[src/rtl/membus_arbiter.sv]
// Round-robin 2:1 MemBus arbiter. An in-order tag FIFO routes read responses
// from the shared memory port back to the master that issued each read.
module membus_arbiter #(
    parameter int DEPTH = 4
) (
    input  logic        clk,
    input  logic        reset,
    input  logic        ibus_cmd_valid,
    output logic        ibus_cmd_ready,
    input  logic [31:0] ibus_cmd_payload_address,
    output logic        ibus_rsp_valid,
    input  logic        ibus_rsp_ready,
    output logic [31:0] ibus_rsp_payload_rdata,
    input  logic        dbus_cmd_valid,
    output logic        dbus_cmd_ready,
    input  logic [31:0] dbus_cmd_payload_address,
    input  logic        dbus_cmd_payload_write,
    input  logic [31:0] dbus_cmd_payload_wdata,
    input  logic [3:0]  dbus_cmd_payload_wmask,
    output logic        dbus_rsp_valid,
    input  logic        dbus_rsp_ready,
    output logic [31:0] dbus_rsp_payload_rdata,
    output logic        mem_cmd_valid,
    input  logic        mem_cmd_ready,
    output logic [31:0] mem_cmd_payload_address,
    output logic        mem_cmd_payload_write,
    output logic [31:0] mem_cmd_payload_wdata,
    output logic [3:0]  mem_cmd_payload_wmask,
    input  logic        mem_rsp_valid,
    output logic        mem_rsp_ready,
    input  logic [31:0] mem_rsp_payload_rdata,
    output logic        err_unexpected_rsp
);
    localparam int PW = $clog2(DEPTH);
    localparam int CW = PW + 1;
    localparam logic [CW-1:0] FULL_COUNT = CW'(DEPTH);

    logic             lock;
    logic             lock_id;
    logic             prio;
    logic             grant;
    logic [DEPTH-1:0] tags;
    logic [PW-1:0]    wr_ptr;
    logic [PW-1:0]    rd_ptr;
    logic [CW-1:0]    count;
    logic             fifo_full;
    logic             fifo_empty;
    logic             head;
    logic             sel_valid;
    logic             sel_write;
    logic             forwardable;
    logic             cmd_fire;
    logic             push;
    logic             pop;

    // Grant: a stalled command keeps its grant until memory accepts it.
    always_comb begin
        grant = prio;
        if (lock) begin
            grant = lock_id;
        end else if (ibus_cmd_valid && !dbus_cmd_valid) begin
            grant = 1'b0;
        end else if (dbus_cmd_valid && !ibus_cmd_valid) begin
            grant = 1'b1;
        end else begin
            grant = prio;
        end
    end

    // Command mux toward memory; reads stall on a full tag FIFO, writes never do.
    always_comb begin
        fifo_full  = (count == FULL_COUNT);
        fifo_empty = (count == {CW{1'b0}});
        if (grant) begin
            sel_valid               = dbus_cmd_valid;
            sel_write               = dbus_cmd_payload_write;
            mem_cmd_payload_address = dbus_cmd_payload_address;
            mem_cmd_payload_wdata   = dbus_cmd_payload_wdata;
            mem_cmd_payload_wmask   = dbus_cmd_payload_wmask;
        end else begin
            sel_valid               = ibus_cmd_valid;
            sel_write               = 1'b0;
            mem_cmd_payload_address = ibus_cmd_payload_address;
            mem_cmd_payload_wdata   = 32'h0000_0000;
            mem_cmd_payload_wmask   = 4'h0;
        end
        mem_cmd_payload_write = sel_write;
        forwardable    = sel_write || !fifo_full;
        mem_cmd_valid  = !reset && sel_valid && forwardable;
        ibus_cmd_ready = !reset && !grant && mem_cmd_ready && forwardable;
        dbus_cmd_ready = !reset && grant && mem_cmd_ready && forwardable;
        cmd_fire       = mem_cmd_valid && mem_cmd_ready;
        push           = cmd_fire && !sel_write;
    end

    // Response routing by the oldest outstanding tag.
    always_comb begin
        head                   = tags[rd_ptr];
        ibus_rsp_valid         = !reset && mem_rsp_valid && !fifo_empty && !head;
        dbus_rsp_valid         = !reset && mem_rsp_valid && !fifo_empty && head;
        ibus_rsp_payload_rdata = mem_rsp_payload_rdata;
        dbus_rsp_payload_rdata = mem_rsp_payload_rdata;
        mem_rsp_ready          = !reset && !fifo_empty &&
                                 (head ? dbus_rsp_ready : ibus_rsp_ready);
        pop                    = mem_rsp_valid && mem_rsp_ready;
    end

    // Lock and round-robin priority state.
    always_ff @(posedge clk or posedge reset) begin
        if (reset) begin
            lock    <= 1'b0;
            lock_id <= 1'b0;
            prio    <= 1'b0;
        end else begin
            if (mem_cmd_valid && !mem_cmd_ready) begin
                lock    <= 1'b1;
                lock_id <= grant;
            end else if (cmd_fire) begin
                lock    <= 1'b0;
            end
            if (cmd_fire) begin
                prio <= !grant;
            end
        end
    end

    // Tag FIFO and sticky unexpected-response flag.
    always_ff @(posedge clk or posedge reset) begin
        if (reset) begin
            tags               <= {DEPTH{1'b0}};
            wr_ptr             <= {PW{1'b0}};
            rd_ptr             <= {PW{1'b0}};
            count              <= {CW{1'b0}};
            err_unexpected_rsp <= 1'b0;
        end else begin
            if (push) begin
                tags[wr_ptr] <= grant;
                wr_ptr       <= wr_ptr + PW'(1);
            end
            if (pop) begin
                rd_ptr <= rd_ptr + PW'(1);
            end
            case ({push, pop})
                2'b10:   count <= count + CW'(1);
                2'b01:   count <= count - CW'(1);
                default: count <= count;
            endcase
            if (mem_rsp_valid && fifo_empty) begin
                err_unexpected_rsp <= 1'b1;
            end
        end
    end
endmodule

[config.mk]
export PLATFORM = sky130hd
export DESIGN_NAME = membus_arbiter
export DESIGN_NICKNAME = d
export VERILOG_FILES = /design/src/rtl/membus_arbiter.sv
export SDC_FILE = /design/constraint.sdc
export NUM_CORES = 1
export LEC_CHECK = 0
export BUFFER_PORTS_ARGS = -buffer_cell sky130_fd_sc_hd__buf_2
export CAP_MARGIN = 15
export CORE_AREA = 2 2 108 110
export CTS_CLUSTER_SIZE = 40
export DETAILED_ROUTE_END_ITERATION = 12
export DIE_AREA = 0 0 110 112
export HOLD_SLACK_MARGIN = 0.03
export REMOVE_ABC_BUFFERS = 1
export SLEW_MARGIN = 20
export SYNTH_ARGS = -nofsm -noshare
export SYNTH_HDL_FRONTEND = slang
export SYNTH_SLANG_ARGS = --single-unit
[constraint.sdc]
create_clock -name clk -period 2.73 [get_ports clk]
set_clock_uncertainty 0.15 [all_clocks]
set_input_delay 0.1365 -clock clk [delete_from_list [all_inputs] [get_ports clk]]
set_output_delay 0.1365 -clock clk [all_outputs]
set_load 0.01 [all_outputs]
# --- Word-level counts from Yosys, hierarchy flattened ---
# Cells that the tools add are included.
word_totals:
  reg_bits: 15
  output_inout_bits: 140
op_classes:
  n_lt_le_gt_ge: 3
  eq_ne: 3
  n_reduce_logical: 35
  addsub: 4
  muxes: 17
op_table:
  columns: ["cell", "count"]
  rows:
  - ["2-to-1 mux 32 bit", 2]
  - ["logical AND 1 bit", 22]
  - ["2-to-1 mux 1 bit", 10]
  - ["logical NOT 1 bit", 9]
  - ["less-than comparator 2 x 3 -> 1 bit (second input constant)", 2]
  - ["one-hot mux 3 bit (2 select lines)", 1]
  - ["adder 2 x 1 -> 2 bit (second input constant)", 2]
  - ["bitwise mux 4 bit", 1]
  - ["2-to-1 mux 4 bit", 1]
  - ["nonzero test 2 bit", 2]
  - ["adder 3 x 1 -> 3 bit (second input constant)", 1]
  - ["== test 3 bit (second input constant)", 1]
  - ["logical NOT 3 bit", 1]
  - ["subtractor 3 x 1 -> 3 bit (second input constant)", 1]
  - ["binary-select mux 1 bit (select 2 bit)", 1]
  - ["demux 1 bit (select 2 bit)", 1]
  - ["== test 2 x 1 -> 1 bit (second input constant)", 1]
  - ["== test 2 bit (second input constant)", 1]
  - ["greater-or-equal comparator 2 x 1 -> 1 bit (second input constant)", 1]
  - ["logical OR 1 bit", 1]

# --- Logic depth before layout (Yosys ltp) ---
depth:
  word_depth: 12
  mapped_depth: 11
  depth_no_buf: 11

# --- Least setup slack after synthesis ---
# Ideal clock, no wire load.
synth_timing:
  path_type: "reg2reg"
  start: "register prio"
  end: "register count[2]"
  setup_ns: 0.079
  slack_ns: 0.324
  arrival_time_ns: 2.177
  period_less_slack_ns: 2.406
  stages_incl_launch_ff: 12
  path_cell_list: "dfrtp_1 nor2b_1 a211oi_2 nor3_1 and2b_1 inv_1 ha_1 inv_1 fa_1 xor2_1 nor2_1 xor2_1"
synth_between:
  elab_chain_len: 10
synth_rtl:
  columns: ["item", "line_no", "text"]
  rows:
  - ["start, declared", "40", "logic prio;"]
  - ["start signal, assigned", "122", "prio <= !grant;"]
  - ["2-to-1 mux 1 bit (*)", "63", "end else if (dbus_cmd_valid && !ibus_cmd_valid) begin"]
  - ["2-to-1 mux 1 bit (*)", "61", "end else if (ibus_cmd_valid && !dbus_cmd_valid) begin"]
  - ["2-to-1 mux 1 bit (*)", "59", "if (lock) begin"]
  - ["2-to-1 mux 1 bit (*)", "74", "if (grant) begin"]
  - ["via mem_cmd_payload_write", "26", "output logic mem_cmd_payload_write,"]
  - ["logical OR 1 bit", "88", "forwardable = sel_write || !fifo_full;"]
  - ["logical AND 1 bit", "89", "mem_cmd_valid = !reset && sel_valid && forwardable;"]
  - ["logical AND 1 bit", "92", "cmd_fire = mem_cmd_valid && mem_cmd_ready;"]
  - ["logical AND 1 bit (*)", "93", "push = cmd_fire && !sel_write;"]
  - ["== test 2 x 1 -> 1 bit / == test 2 bit (equally long branches)", "143", "case ({push, pop})"]
  - ["one-hot mux 3 bit (2 select lines) / nonzero test 2 bit (equally long branches)", null, null]
  - ["end signal, assigned", "144", "2'b10: count <= count + CW'(1);"]
  - ["end signal, assigned", "145", "2'b01: count <= count - CW'(1);"]
  - ["end signal, assigned", "146", "default: count <= count;"]
  - ["end, declared", "45", "logic [CW-1:0] count;"]
# Mark *: on every way through the listed nets, which the timed path passes. The rest lies on a longest branch.
# A chain may end at the register's enable or synchronous reset.

# --- Worst setup path in the final report ---
layout_timing:
  start: "input reset"
  end: "register count[2]"
layout_lines:
  columns: ["item", "line_no", "text"]
  rows:
  - ["start, declared", "7", "input logic reset,"]
  - ["logical NOT 1 bit (no source line) (*)", null, null]
  - ["logical AND 1 bit (*) (2 in series)", "103", "mem_rsp_ready = !reset && !fifo_empty &&"]
  - ["logical AND 1 bit (*)", "105", "pop = mem_rsp_valid && mem_rsp_ready;"]
  - ["via pop", "54", "logic pop;"]
  - ["== test 2 x 1 -> 1 bit / == test 2 bit (equally long branches)", "143", null]
  - ["one-hot mux 3 bit (2 select lines) / nonzero test 2 bit (equally long branches)", null, null]
# Marks and branches as above.

==> impl_metrics.ini <==
[power]
p_leak_nw = 1.49
ir_drop_uv = 441
switchingPower_w = 0.00120
p_sw_share_pct = 46.6
clock_power_share_pct = 11.1
p_seq_share_pct = 16.4
pwr-share-comb_pct = 72.5
p_per_area_nw_per_um2 = 935
p_int_w = 0.00138

[worst_setup_path]
critical_path_class = in2reg
worstPathMaxFanout = 5
crit_start = reset
cp.required_ps = 2750
rr_startpoint = lock_id
setup.worst_path.end_class = flip-flop
start_kind = input pin
cp.arrival_ps = 2590

[timing]
drv_slew = 0
rsz0062_at_grt = false
setup_violations = 0
tns_ps = 0
final.min_clock_period_ps = 2570
fmax_mhz = 389
finalCritPeriodShare_pct = 94.2
fin_hold_ws_ps = 124
relSlewSlack_pct = 59.7
hold_violations = 0
worst_pin_slew_ps = 603

[logic_synthesis]
post-synth-top-count-cell = buf_4
synth.cells.most_frequent = 64 x buf_4, 36 x and2_1, 33 x mux2_1, 15 x dfrtp_1, 10 x nor2_1
ys_types = 32
synth_edf_count = 0
yosysTopAreaCell = buf_4
async_flop_share_pct = 100
synth_ff_type = dfrtp_1
synth_warnings = 0
seq_area_frac_synth_pct = 18.7
syn-cell-area_um2 = 2010
synthTopCellsByArea = buf_4 24%, dfrtp_1 19%, mux2_1 19%
yosysTopAreaCellShare_pct = 24.0
synthCells = 231
synth-seq-cells = 15
avgSynthCellArea_um2 = 8.68

[global_route]
grtUsageTotal_pct = 21.6
antenna_found_initial = 0
grt_max_degree = 34
grt_pass1_wl_mm = 17.3
gr-total-overflow = 0
grt_pass1_vias = 2214

[clocking]
htreeDepth = 1
insertion_delay_ps = 250
cts_root_buffer = clkbuf_16
clock_sinks = 15
max-clock-path-buffers = 2
cts-buffers-inserted = 3
clk_pin_slew_ps = 50
tritoncts = yes

[place]
port_buffers = 184
routabilityCongestion = 0.885
dp_hpwl_mm = 12.5

[cells_and_area]
antenna_cells = 0
area_growth_syn_to_layout_pct = 37.6
fill_cells = 1220
drive_gt1_share_pct = 56.9
nets = 503

[job]
max_cap_viol_count = 0

[drt]
drc_errors = 0
initialDrtViolationCount = 77
ant_nets = 0
first_pass_iters = 4
routed_wl_mm = 13.9
vias = 2162
routedWlPerCell_um = 27.9
via_per_inst = 4.34

[floorplanning]
core_um2 = 11200
die_y_um = 112
dieWidth_um = 110
dieArea_um2 = 12300
io_pins = 281
fp-row-count = 39
initial_core_util_pct = 17.9

[hold_path]
worstHoldStart = mem_rsp_payload_rdata[24]
hold_class = in2out

[outcome]
status = finished clean
-- worst paths after layout --
check                                        endpoint  slack, ps  depth (start not counted)
min in group asynchronous                   wr_ptr[0]        420                          3
setup reg to reg                             count[2]        200                         11
hold reg to reg                    err_unexpected_rsp        310                          1
max in group asynchronous                     lock_id       1610                          3
setup / recovery                             count[2]        160                         10
hold / removal             ibus_rsp_payload_rdata[24]        120                          0
-- registers in the layout (all words and copies together), names as in the netlist --
signal              count
err_unexpected_rsp      1
wr_ptr                  2
lock                    1
rd_ptr                  2
lock_id                 1
tags                    4
prio                    1
count                   3
-- timing repair --
action,in CTS,in global routing
hold buffers,2,0
gates resized for setup,0,4
endpoints found under the setup margin,0,2
hold endpoints to repair,16,0
setup buffers,0,2
-- stage by stage --
stage	cell area [um^2]	total power [W]	utilization, %	cells	setup slack, ps
2_1_floorplan	1490	0.00145	-	160	87.4
5_1_grt	2760	0.00278	24.7	498	4.23
3_3_place_gp	2630	0.00223	23.6	490	285
3_5_place_dp	2630	0.00226	23.6	490	201
6_report	2760	0.00258	24.7	498	157
4_1_cts	2730	0.00258	24.4	496	30.4
-- final cells by class --
type                    instances  area [um^2]  area share (%)
well taps                     143          179            6.48
inverters                       8         30.0            1.09
repair buffers                191          991            35.9
multi-input cells             137         1110            40.1
flip-flops and latches         15          375            13.6
clock buffers                   4         78.8            2.86
-- worst max-delay path, cell delays in order --
cell and delay (ps):
dlygate4sd3_1 540, buf_2 160, or3b_2 530, nor2_1 140
ha_1 200, inv_1 60, fa_1 390, xor2_1 160
nor2_1 120, xor2_1 150
-- power groups by stage --
stage | Combinational, W | Sequential, W | Clock [W]
detailed placement | 0.00183 | 0.000427 | 0
global placement | 0.00182 | 0.000415 | 0
finish | 0.00187 | 0.000424 | 0.000286
CTS | 0.00186 | 0.000423 | 0.000292
floorplan | 0.00104 | 0.000406 | 0
global route | 0.00205 | 0.000439 | 0.000301
-- placed cells by master, fill, tap and decap left out, types with 2 or more instances in the layout --
cell           count
nor2b_1            6
xnor2_1            3
dlygate4sd3_1      2
nand2_1            3
a31oi_1            4
a211oi_2           2
nor2_1            10
buf_2            184
dfrtp_1           15
buf_4              4
clkbuf_16          3
inv_1              8
ha_1               5
mux2i_1            6
mux2_1            33
xor2_1             2
nor3_1             4
a21oi_1            7
and2_1            36
-- logic make-up (layout without fill, tap and decap cells) --
logic type | count (synthesis) | count (layout) | synth area share [%]
AND/OR/NAND/NOR | 67 | 67 | 19.4
adder cells (fa/ha/maj) | 6 | 6 | 4.12
XOR/XNOR | 5 | 5 | 2.18
flip-flops | 15 | 15 | 18.7
multiplexers | 40 | 40 | 22.1
buffers and inverters | 79 | 203 | 27.1
AO/OA/AOI/OAI | 19 | 19 | 6.43
-- routing by layer --
| layer | wire, um | global-route usage [%] | vias to the layer above |
|---|---|---|---|
| met5 | 74 | 7.14 | - |
| met4 | 847 | 10.1 | 2 |
| met3 | 2490 | 16.6 | 24 |
| met2 | 6100 | 34.2 | 218 |
| met1 | 4400 | 19.7 | 976 |
| li1 | - | - | 942 |
No activity file was read; power rests on OpenSTA's default activity.
